<file path="src/rtl/fpu_exec_dispatcher_pkg.sv">
// Shared types for the FPU exec dispatcher: FSM state, FPU opcode numbers, request bundle.
// Latency: n/a (types and constants only).
// Backpressure: n/a.
package fpu_dispatch_pkg;

  typedef enum logic [1:0] {
    IDLE = 2'd0,
    ARM  = 2'd1,
    WAIT = 2'd2,
    DONE = 2'd3
  } state_e;

  // FPU opcode numbers as seen on inst_num
  localparam logic [5:0] ABS_S   = 6'd54;
  localparam logic [5:0] NEG_S   = 6'd55;
  localparam logic [5:0] ADD_S   = 6'd56;
  localparam logic [5:0] SUB_S   = 6'd57;
  localparam logic [5:0] MUL_S   = 6'd58;
  localparam logic [5:0] DIV_S   = 6'd59;
  localparam logic [5:0] CVT_S_W = 6'd60;
  localparam logic [5:0] CVT_W_S = 6'd61;
  localparam logic [5:0] SQRT_S  = 6'd62;

  typedef struct packed {
    logic [5:0]  inst_num;
    logic [31:0] fs;
    logic [31:0] ft;
    logic [4:0]  dest;
  } req_t;

  function automatic logic inst_in_range(input logic [5:0] inst,
                                         input logic [5:0] lo,
                                         input logic [5:0] hi);
    return (inst >= lo) && (inst <= hi);
  endfunction

endpackage

</file>
<file path="src/rtl/fpu_exec_dispatcher_if.sv">
// Handshake bundle between issue stage, dispatcher, exec element and writeback.
// Ports: req_* (issue -> dispatcher, valid/ready), elem_* (dispatcher <-> exec element),
//        res_* (dispatcher -> writeback, valid/ready). master = dispatcher, slave = surroundings.
interface fpu_exec_dispatcher_if;

  // issue side
  logic        req_valid;
  logic        req_ready;
  logic [5:0]  req_inst_num;
  logic [31:0] req_fs;
  logic [31:0] req_ft;
  logic [4:0]  req_dest;

  // exec element side
  logic        elem_reset;
  logic [5:0]  elem_inst_num;
  logic [31:0] elem_fs;
  logic [31:0] elem_ft;
  logic        elem_completed;
  logic [31:0] elem_out;

  // writeback side
  logic        res_valid;
  logic        res_ready;
  logic [31:0] res_data;
  logic [4:0]  res_dest;
  logic        res_error;

  modport master (
    input  req_valid, req_inst_num, req_fs, req_ft, req_dest,
    output req_ready,
    output elem_reset, elem_inst_num, elem_fs, elem_ft,
    input  elem_completed, elem_out,
    output res_valid, res_data, res_dest, res_error,
    input  res_ready
  );

  modport slave (
    output req_valid, req_inst_num, req_fs, req_ft, req_dest,
    input  req_ready,
    input  elem_reset, elem_inst_num, elem_fs, elem_ft,
    output elem_completed, elem_out,
    input  res_valid, res_data, res_dest, res_error,
    output res_ready
  );

endinterface

</file>
<file path="src/rtl/fpu_exec_dispatcher.sv">
// Dispatches one FPU op to the exec element: latch operands, hold element reset, wait, return result.
// Latency: legal op = ARM_CYCLES + element time + 1 cycles; illegal op = 1 cycle after accept.
// Backpressure: one op in flight; req_ready low from accept until the result handshake completes.
// Ports: clk, reset (sync, active-high); bus = master side of fpu_exec_dispatcher_if.
module fpu_exec_dispatcher
  import fpu_dispatch_pkg::*;
#(
  parameter int ARM_CYCLES     = 2,
  parameter int TIMEOUT_CYCLES = 64,
  parameter int INST_MIN       = 54,
  parameter int INST_MAX       = 62
) (
  input  logic                  clk,
  input  logic                  reset,
  fpu_exec_dispatcher_if.master bus
);

  localparam int AW = (ARM_CYCLES > 1) ? $clog2(ARM_CYCLES) : 1;
  localparam int TW = (TIMEOUT_CYCLES > 1) ? $clog2(TIMEOUT_CYCLES) : 1;

  localparam logic [AW-1:0] ARM_LAST = AW'(ARM_CYCLES - 1);
  localparam logic [TW-1:0] TO_LAST  = TW'(TIMEOUT_CYCLES - 1);
  localparam logic [5:0]    INST_LO  = 6'(INST_MIN);
  localparam logic [5:0]    INST_HI  = 6'(INST_MAX);

  state_e        state_q;
  logic [AW-1:0] arm_cnt_q;
  logic [TW-1:0] wd_cnt_q;
  req_t          op_q;
  logic          req_ready_q;
  logic          elem_reset_q;
  logic          res_valid_q;
  logic [31:0]   res_data_q;
  logic          res_error_q;

  logic accept;
  logic legal;

  assign accept = bus.req_valid && req_ready_q;
  assign legal  = inst_in_range(bus.req_inst_num, INST_LO, INST_HI);

  always_ff @(posedge clk) begin
    if (reset) begin
      state_q      <= IDLE;
      arm_cnt_q    <= '0;
      wd_cnt_q     <= '0;
      op_q         <= '0;
      req_ready_q  <= 1'b0;
      elem_reset_q <= 1'b1;
      res_valid_q  <= 1'b0;
      res_data_q   <= '0;
      res_error_q  <= 1'b0;
    end else begin
      case (state_q)
        IDLE: begin
          req_ready_q  <= 1'b1;
          elem_reset_q <= 1'b1;
          if (accept) begin
            op_q        <= '{inst_num: bus.req_inst_num, fs: bus.req_fs,
                             ft: bus.req_ft, dest: bus.req_dest};
            req_ready_q <= 1'b0;
            arm_cnt_q   <= '0;
            if (!legal) begin
              // Illegal opcode never reaches the element: report straight away.
              state_q     <= DONE;
              res_valid_q <= 1'b1;
              res_data_q  <= '0;
              res_error_q <= 1'b1;
            end else begin
              state_q <= ARM;
            end
          end
        end

        ARM: begin
          // completed is not looked at here; the element is still held in reset.
          if (arm_cnt_q == ARM_LAST) begin
            state_q      <= WAIT;
            elem_reset_q <= 1'b0;
            wd_cnt_q     <= '0;
          end else begin
            arm_cnt_q <= arm_cnt_q + 1'b1;
          end
        end

        WAIT: begin
          // Completion is checked first so it wins over a coincident timeout.
          if (bus.elem_completed) begin
            state_q      <= DONE;
            elem_reset_q <= 1'b1;
            res_valid_q  <= 1'b1;
            res_data_q   <= bus.elem_out;
            res_error_q  <= 1'b0;
          end else if (wd_cnt_q == TO_LAST) begin
            state_q      <= DONE;
            elem_reset_q <= 1'b1;
            res_valid_q  <= 1'b1;
            res_data_q   <= '0;
            res_error_q  <= 1'b1;
          end else begin
            wd_cnt_q <= wd_cnt_q + 1'b1;
          end
        end

        DONE: begin
          if (bus.res_ready) begin
            state_q     <= IDLE;
            res_valid_q <= 1'b0;
            req_ready_q <= 1'b1;
          end
        end

        default: begin
          state_q <= IDLE;
        end
      endcase
    end
  end

  assign bus.req_ready     = req_ready_q;
  assign bus.elem_reset    = elem_reset_q;
  assign bus.elem_inst_num = op_q.inst_num;
  assign bus.elem_fs       = op_q.fs;
  assign bus.elem_ft       = op_q.ft;
  assign bus.res_valid     = res_valid_q;
  assign bus.res_data      = res_data_q;
  assign bus.res_dest      = op_q.dest;
  assign bus.res_error     = res_error_q;

endmodule

</file>
<file path="src/flat_wrapper.sv">
// flat-port wrapper written by rule: the top's interface ports become plain ports
module fpu_exec_dispatcher_flat import fpu_dispatch_pkg::*;
#(
  parameter int ARM_CYCLES     = 2,
  parameter int TIMEOUT_CYCLES = 64,
  parameter int INST_MIN       = 54,
  parameter int INST_MAX       = 62
)
  (clk, reset, bus_req_valid, bus_req_inst_num, bus_req_fs, bus_req_ft, bus_req_dest, bus_req_ready, bus_elem_reset, bus_elem_inst_num, bus_elem_fs, bus_elem_ft, bus_elem_completed, bus_elem_out, bus_res_valid, bus_res_data, bus_res_dest, bus_res_error, bus_res_ready);
  fpu_exec_dispatcher_if bus_i ();
  input  logic clk;
  input  logic reset;
  input wire logic [$bits(bus_i.req_valid)-1:0] bus_req_valid;
  input wire logic [$bits(bus_i.req_inst_num)-1:0] bus_req_inst_num;
  input wire logic [$bits(bus_i.req_fs)-1:0] bus_req_fs;
  input wire logic [$bits(bus_i.req_ft)-1:0] bus_req_ft;
  input wire logic [$bits(bus_i.req_dest)-1:0] bus_req_dest;
  output wire logic [$bits(bus_i.req_ready)-1:0] bus_req_ready;
  output wire logic [$bits(bus_i.elem_reset)-1:0] bus_elem_reset;
  output wire logic [$bits(bus_i.elem_inst_num)-1:0] bus_elem_inst_num;
  output wire logic [$bits(bus_i.elem_fs)-1:0] bus_elem_fs;
  output wire logic [$bits(bus_i.elem_ft)-1:0] bus_elem_ft;
  input wire logic [$bits(bus_i.elem_completed)-1:0] bus_elem_completed;
  input wire logic [$bits(bus_i.elem_out)-1:0] bus_elem_out;
  output wire logic [$bits(bus_i.res_valid)-1:0] bus_res_valid;
  output wire logic [$bits(bus_i.res_data)-1:0] bus_res_data;
  output wire logic [$bits(bus_i.res_dest)-1:0] bus_res_dest;
  output wire logic [$bits(bus_i.res_error)-1:0] bus_res_error;
  input wire logic [$bits(bus_i.res_ready)-1:0] bus_res_ready;
  assign bus_i.req_valid = bus_req_valid;
  assign bus_i.req_inst_num = bus_req_inst_num;
  assign bus_i.req_fs = bus_req_fs;
  assign bus_i.req_ft = bus_req_ft;
  assign bus_i.req_dest = bus_req_dest;
  assign bus_req_ready = bus_i.req_ready;
  assign bus_elem_reset = bus_i.elem_reset;
  assign bus_elem_inst_num = bus_i.elem_inst_num;
  assign bus_elem_fs = bus_i.elem_fs;
  assign bus_elem_ft = bus_i.elem_ft;
  assign bus_i.elem_completed = bus_elem_completed;
  assign bus_i.elem_out = bus_elem_out;
  assign bus_res_valid = bus_i.res_valid;
  assign bus_res_data = bus_i.res_data;
  assign bus_res_dest = bus_i.res_dest;
  assign bus_res_error = bus_i.res_error;
  assign bus_i.res_ready = bus_res_ready;
  fpu_exec_dispatcher #(.ARM_CYCLES(ARM_CYCLES), .TIMEOUT_CYCLES(TIMEOUT_CYCLES), .INST_MIN(INST_MIN), .INST_MAX(INST_MAX)) u_core (.clk(clk), .reset(reset), .bus(bus_i));
endmodule
</file>
<file path="config.mk">
export PLATFORM = sky130hd
export DESIGN_NAME = fpu_exec_dispatcher_flat
export DESIGN_NICKNAME = d
export VERILOG_FILES = /design/src/rtl/fpu_exec_dispatcher_pkg.sv /design/src/rtl/fpu_exec_dispatcher_if.sv /design/src/rtl/fpu_exec_dispatcher.sv /design/src/flat_wrapper.sv
export SDC_FILE = /design/constraint.sdc
export NUM_CORES = 1
export LEC_CHECK = 0
export ABC_AREA = 1
export CORE_MARGIN = 5
export CORE_UTILIZATION = 45
export DETAILED_ROUTE_END_ITERATION = 10
export PLACE_DENSITY = 0.86
export SLEW_MARGIN = 20
export SYNTH_ARGS = -nofsm -noshare
export SYNTH_HDL_FRONTEND = slang
export SYNTH_SLANG_ARGS = --single-unit
</file>
<file path="constraint.sdc">
create_clock -name clk -period 3.25 [get_ports clk]
set_input_delay 0.8125 -clock clk [delete_from_list [all_inputs] [get_ports clk]]
set_output_delay 0.8125 -clock clk [all_outputs]
set_load 0.02 [all_outputs]
</file>
# After elaboration in Yosys (flattened, before gate mapping)
# Cells that the tools add are included.
word_totals:
  register_bits: 120
  latchBits: 0
  ramBits: 0
  romBits: 0
  out_inout_bits: 111
  word_cells: 76
  mem_count: 0
classes:
  n_addsub: 2
  n_mul: 0
  div: 0
  magnitude_cmp: 2
  n_eq_ne: 11
  shifts: 0
  n_mux: 32
  n_bitwise: 0
  n_reduce_logical: 17
ops:
  columns: ["op", "n"]
  rows:
  - ["$mux 32", 4]
  - ["$pmux 32 s2", 1]
  - ["$mux 6", 3]
  - ["$mux 2", 6]
  - ["$pmux 6 s2", 1]
  - ["$reduce_and 4->1", 3]
  - ["$mux 1", 11]
  - ["$ne 2x2->1 const B", 4]
  - ["$pmux 2 s4", 1]
  - ["$reduce_bool 2->1", 4]
  - ["$add 6x1->6 const B", 1]
  - ["$eq 6x6->1 const B", 1]
  - ["$ge 6x6->1 const B", 1]
  - ["$le 6x6->1 const B", 1]
  - ["$pmux 1 s2", 3]
  - ["$pmux 1 s3", 2]
  - ["$reduce_and 2->1", 3]
  - ["$reduce_bool 3->1", 2]
  - ["$reduce_and 5->1", 1]
  - ["$eq 2x2->1 const B", 2]
  - ["$ne 2x1->1 const B", 2]
  - ["$ne 3x2->1 const B", 1]
  - ["$reduce_and 3->1", 1]
  - ["$eq 2x1->1 const B", 1]
  - ["other kinds (3)", 4]

# Depth between registers and ports, before layout
logic_depth:
  word_depth: 5
  mapped_depth: 11

# Least setup slack after synthesis
# No wires, ideal clock.
synth_path:
  path_kind: "input port to flip-flop"
  start: "input port bus_req_inst_num[2]"
  end: "register u_core.res_error_q (netlist: u_core.bus.res_error)"
  setup_ps: 113
  arrival_time_ps: 1643
  required_time_ps: 3137
  path_slack_ps: 1494
  cell_stages: 11
  n_path_buf: 1
  path_cell_list: "nand2_1 -> inv_1 -> nand2_1 -> nand2_1 -> nand2_1 -> nand2_2 -> nor2_8 -> buf_6 -> nand2_1 -> nand2_1 -> nor2_1"
synth_between:
  elab_chain_cells: 4
synth_rtl:
  columns: ["element", "line", "text"]
  rows:
  - ["start, declared", "flat_wrapper.sv:14", "input wire logic [$bits(bus_i.req_inst_num)-1:0] bus_req_inst_num;"]
  - ["$ge 6x6->1 / $le 6x6->1 (equally long branches)", "fpu_exec_dispatcher_pkg.sv:34", "return (inst >= lo) && (inst <= hi);"]
  - ["$logic_and 1x1->1 (*)", "fpu_exec_dispatcher_pkg.sv:34", null]
  - ["$ne 2x2->1 (no source line) (*)", null, null]
  - ["$reduce_and 4->1 (no source line) (*)", null, null]
  - ["end signal, assigned", "fpu_exec_dispatcher.sv:52", "res_error_q <= 1'b0;"]
  - ["end signal, assigned", "fpu_exec_dispatcher.sv:68", "res_error_q <= 1'b1;"]
  - ["end signal, assigned", "fpu_exec_dispatcher.sv:93", "res_error_q <= 1'b0;"]
  - ["end, declared", "fpu_exec_dispatcher.sv:34", "logic res_error_q;"]
# Mark *: on every way between the ends. The rest lies on a longest branch, timed or not.
# A chain may end at the register's enable or synchronous reset.

# Final worst setup path
layout_path:
  start: "register u_core.req_ready_q (netlist: u_core.bus.req_ready)"
  end: "output port bus_req_ready"
layout_rtl:
  columns: ["element", "line", "text"]
  rows:
  - ["start, declared", "fpu_exec_dispatcher.sv:30", "logic req_ready_q;"]
  - ["start signal, assigned", "fpu_exec_dispatcher.sv:48", "req_ready_q <= 1'b0;"]
  - ["start signal, assigned", "fpu_exec_dispatcher.sv:56", "req_ready_q <= 1'b1;"]
  - ["start signal, assigned", "fpu_exec_dispatcher.sv:61", "req_ready_q <= 1'b0;"]
  - ["end, declared", "flat_wrapper.sv:18", "output wire logic [$bits(bus_i.req_ready)-1:0] bus_req_ready;"]
# No word-level cell between the ends.

==> impl_results.rst <==
.. list-table::
   :header-rows: 1

   * - Metric
     - Value
   * - Status
     - complete, no violations
   * - Root buffer cell
     - sky130_fd_sc_hd__clkbuf_8
   * - Worst hold path endpoint
     - u_core.bus.res_dest[3]
   * - Setup TNS after final layout
     - 0 ns
   * - Reg-to-reg critical path endpoint
     - u_core.bus.elem_fs[25]
   * - Internal power
     - roughly 4.4 mW
   * - Number of synthesized flops with an enable pin
     - 0
   * - Die Footprint
     - about 13000 sq um
   * - # clock sinks
     - 120
   * - Hold path depth
     - 2
   * - Switch Pwr
     - roughly 2.7 mW
   * - Most frequent cell after synthesis
     - sky130_fd_sc_hd__dfxtp_1
   * - Detailed-route wire length per cell
     - ~14 um
   * - Sequential element share of the synthesized area
     - roughly half
   * - Num ports
     - approximately 220
   * - Critical hold path startpoint
     - u_core.bus.res_dest[3]
   * - Post-route clock period utilization
     - 73.4%
   * - Total number of placement rows
     - 37
   * - Pins Over Slew Limit
     - 0
   * - Maximum clock frequency
     - about 0.42 GHz
   * - Setup violations, final
     - 0
   * - Area added between synthesis and finish
     - 59.3%
   * - Critical path arrival
     - approximately 1.6 ns
   * - Die height
     - between 100 and 150 um
   * - Min Tclk post-route
     - 2.38 ns
   * - Critical path buffer and inverter count
     - 1
   * - Total via count in the routed design
     - 4886
   * - Clock buffers created by TritonCTS
     - 17
   * - Critical-path cell with the highest stage delay
     - sky130_fd_sc_hd__clkdlybuf4s50_1
   * - Tightest hold margin
     - 0.443 ns
   * - Stage delay of the slowest cell on the critical path
     - about 0.66 ns
   * - Synthesized cell area
     - 4820 sq um
   * - X dimension of the die
     - roughly 110 um
   * - Slew Limit Headroom
     - about three fifths
   * - Fraction of power spent switching nets
     - between 30% and 40%
   * - Launching element type of the critical path
     - flip-flop
   * - Critical path required time
     - around 2.4 ns
   * - Count of antenna diodes in the layout
     - 0
   * - Clock tree buffer depth
     - 2
   * - Clock transition at the registers of the reported paths
     - 0.06 ns
   * - Worst IR drop on VDD
     - between 0.0005 and 0.0006 V
   * - Clock tree from TritonCTS
     - built
   * - # hold bufs at CTS
     - 0
   * - Unrepaired setup endpoints after global routing
     - false
   * - Total number of nets in the final design
     - a little under 1000
   * - Synth Instances
     - about 660
   * - Core area
     - about 10000 sq um
   * - Portion of total power attributed to combinational logic
     - between 40% and 50%
   * - Part of the power in the clock network
     - between 20% and 30%
   * - Hold Fails Final Rpt
     - 0
   * - Largest net degree at the start of global routing
     - between 50 and 60
   * - Sequential share of power
     - between 30% and 40%
   * - Number of warning messages in the yosys log
     - 0
   * - Synthesized area per cell
     - about 7.3 sq um
   * - Synth area leader
     - sky130_fd_sc_hd__dfxtp_1
   * - Residual DRC count
     - 0
   * - Slack of the worst reg-to-reg path
     - about 1.2 ns
   * - Post-synthesis async set-or-reset flop share
     - 0%
   * - Total of fill cells in the finished design
     - about 750
   * - Starting utilization of the core area
     - between 40% and 50%
   * - Sum of internal, switching and leakage power
     - 7.07 mW
   * - Worst setup skew after layout
     - around 0.0096 ns
   * - Overall global routing resource usage
     - 22.8%
   * - H-tree lvl count
     - 4
   * - Post-synth net total
     - around 780
   * - Antenna Violating Nets Remaining
     - 0
   * - Fraction of layout cells with a size suffix above 1
     - between 4 and 5%
   * - Worst hold path type
     - reg -> reg
   * - Number of detailed-routing iterations run before antenna repair
     - 6
   * - Top post-synthesis cells by count
     - sky130_fd_sc_hd__dfxtp_1, sky130_fd_sc_hd__nand2_1, sky130_fd_sc_hd__inv_1
   * - Category of the worst setup path capture point
     - output port
   * - Biggest fanout along the worst timing path
     - 4
   * - Top cells by area, synth
     - sky130_fd_sc_hd__dfxtp_1, sky130_fd_sc_hd__nand2_1, sky130_fd_sc_hd__o21ai_0, sky130_fd_sc_hd__a21oi_1, sky130_fd_sc_hd__inv_1
   * - Post-synth cell types
     - 24
   * - Power per unit of standard cell area
     - approximately 900 nW/um^2
   * - Primary FF master, synth
     - sky130_fd_sc_hd__dfxtp_1
   * - FF-to-FF Start
     - u_core.state_q[0]
   * - Drt first-iter violations
     - 261
   * - Post-CTS setup buffer count
     - 0
   * - Setup Crit Path Kind
     - reg -> out
   * - Slew at the pin with the worst max-slew slack
     - about 0.57 ns
   * - Routed wire length
     - 14.7 mm
   * - Total gr overflow
     - 0
   * - Vias in the first global route
     - around 5000
   * - Number of storage elements in the synthesis netlist
     - 120
   * - HPWL after detailed placement
     - roughly 11 mm
   * - Reported max-cap violation count
     - 0
   * - Via density per instance
     - about 4.8
   * - Global-route wire length before repair
     - 23.5 mm
   * - Gp weighted congestion
     - between 0.8 and 0.9
   * - Cells resized by post-CTS repair
     - 0
   * - Clock latency at the later pin of the worst-skew pair
     - between 0.5 and 0.6 ns
   * - IO Port Bufs
     - between 200 and 250
   * - Static Leakage
     - about 3.0 nW
   * - Depth of the worst register-to-register path
     - 6
   * - Yosys top cell area share
     - approximately half
   * - Crit path cell chain
     - clkdlybuf4s50_1
   * - Number of antenna violations at the first check in global routing
     - 0
   * - Kind of cell adding the most delay to the critical path
     - buffers and inverters
-- state kept, by name (all words and copies together), names as in the netlist --
name                      flops
u_core.bus.res_data          32
u_core.bus.res_error          1
u_core.wd_cnt_q               6
u_core.state_q                2
u_core.arm_cnt_q              1
u_core.bus.elem_ft           32
u_core.bus.elem_fs           32
u_core.bus.elem_inst_num      6
u_core.bus.res_valid          1
u_core.bus.req_ready          1
u_core.bus.res_dest           5
u_core.bus.elem_reset         1
-- worst max path at each step --
stage / start / end / slack [ns] / cells after the start
CTS: u_core.bus.req_ready / bus_req_ready / 0.82 / 1
global placement: bus_req_inst_num[2] / u_core.bus.res_data[6] / 0.65 / 10
detailed placement: bus_req_inst_num[1] / u_core.bus.res_data[11] / 0.52 / 10
floorplan: bus_req_inst_num[2] / u_core.bus.res_error / 1.49 / 11
finish: u_core.bus.req_ready / bus_req_ready / 0.87 / 1
global route: u_core.bus.req_ready / bus_req_ready / 0.80 / 1
-- cells in the final DEF (no fill, tap or decap), types with 2 or more instances in the layout --
cell type                         synthesis  routed
sky130_fd_sc_hd__clkdlybuf4s50_1          0     222
sky130_fd_sc_hd__dfxtp_1                120     120
sky130_fd_sc_hd__nand2_1                118     118
sky130_fd_sc_hd__inv_1                   99      98
sky130_fd_sc_hd__nor2_1                  91      91
sky130_fd_sc_hd__o21ai_0                 83      83
sky130_fd_sc_hd__a21oi_1                 82      82
sky130_fd_sc_hd__clkbuf_16                0      16
sky130_fd_sc_hd__o21bai_1                 7       7
sky130_fd_sc_hd__nand3_1                  6       5
sky130_fd_sc_hd__ha_1                     5       5
sky130_fd_sc_hd__buf_4                    0       5
sky130_fd_sc_hd__clkinv_2                 0       4
sky130_fd_sc_hd__nand2_2                  3       3
sky130_fd_sc_hd__clkbuf_8                 0       3
sky130_fd_sc_hd__bufinv_16                0       3
sky130_fd_sc_hd__clkbuf_1                21       2
sky130_fd_sc_hd__clkinvlp_4               0       2
-- power groups by stage --
stage | Combinational (mW) | Sequential, mW | Clock, mW
global route | 3.45 | 2.21 | 1.92
global placement | 2.99 | 2.15 | 0
detailed placement | 3.11 | 2.18 | 0
floorplan | 1.47 | 2.63 | 0
finish | 3.11 | 2.15 | 1.81
CTS | 3.14 | 2.15 | 1.84
-- metal layers --
metal / track usage (%) / vias to the layer above / share of wire (%) / wire length, um
li1: - / 2474 / - / -
met1: 22.7 / 2169 / 37 / 5430
met2: 38.4 / 213 / 47 / 6880
met3: 13.3 / 30 / 13 / 1930
met4: 10.2 / 0 / 2.9 / 421
met5: 0 / - / 0 / 0
-- through the flow --
step | cells | setup slack (ns) | cell area [sq um] | util, %
floorplan | 659 | 1.49 | 4820 | -
global placement | 988 | 0.645 | 7110 | 68.6
detailed placement | 988 | 0.523 | 7110 | 68.6
CTS | 1018 | 0.822 | 7680 | 74.1
global route | 1018 | 0.799 | 7680 | 74.1
finish | 1018 | 0.865 | 7680 | 74.1
-- final cells by class --
| cell class | count | area [sq um] | share of cell area (%) |
|---|---|---|---|
| Sequential cell | 120 | 2400 | 31.3 |
| Timing Repair Buffer | 228 | 2280 | 29.7 |
| Multi-Input combinational cell | 404 | 1880 | 24.5 |
| Clock buffer | 21 | 449 | 5.85 |
| Inverter | 100 | 375 | 4.89 |
| Tap cell | 136 | 170 | 2.21 |
| Clock inverter | 9 | 125 | 1.63 |
-- kinds of logic (layout without fill, tap and decap cells) --
group	after synthesis	after routing	share of synthesized area [%]
buffers and inverters	135	358	11.4
AOI/OAI and AO/OA	173	173	18.6
xor gates and xnor gates	1	1	0.182
and+or+nand+nor	225	225	18.7
DFF	120	120	49.8
adders and majority gates	5	5	1.30
-- tightest hold or removal path: cells and delay by family (launching register included) --
kind / cells / cell delay (ns)
flip-flops: 1 / 0.31
buffers and inverters: 1 / 0.05
AO/OA/AOI/OAI: 1 / 0.05
No activity file was read; power rests on OpenSTA's default activity.
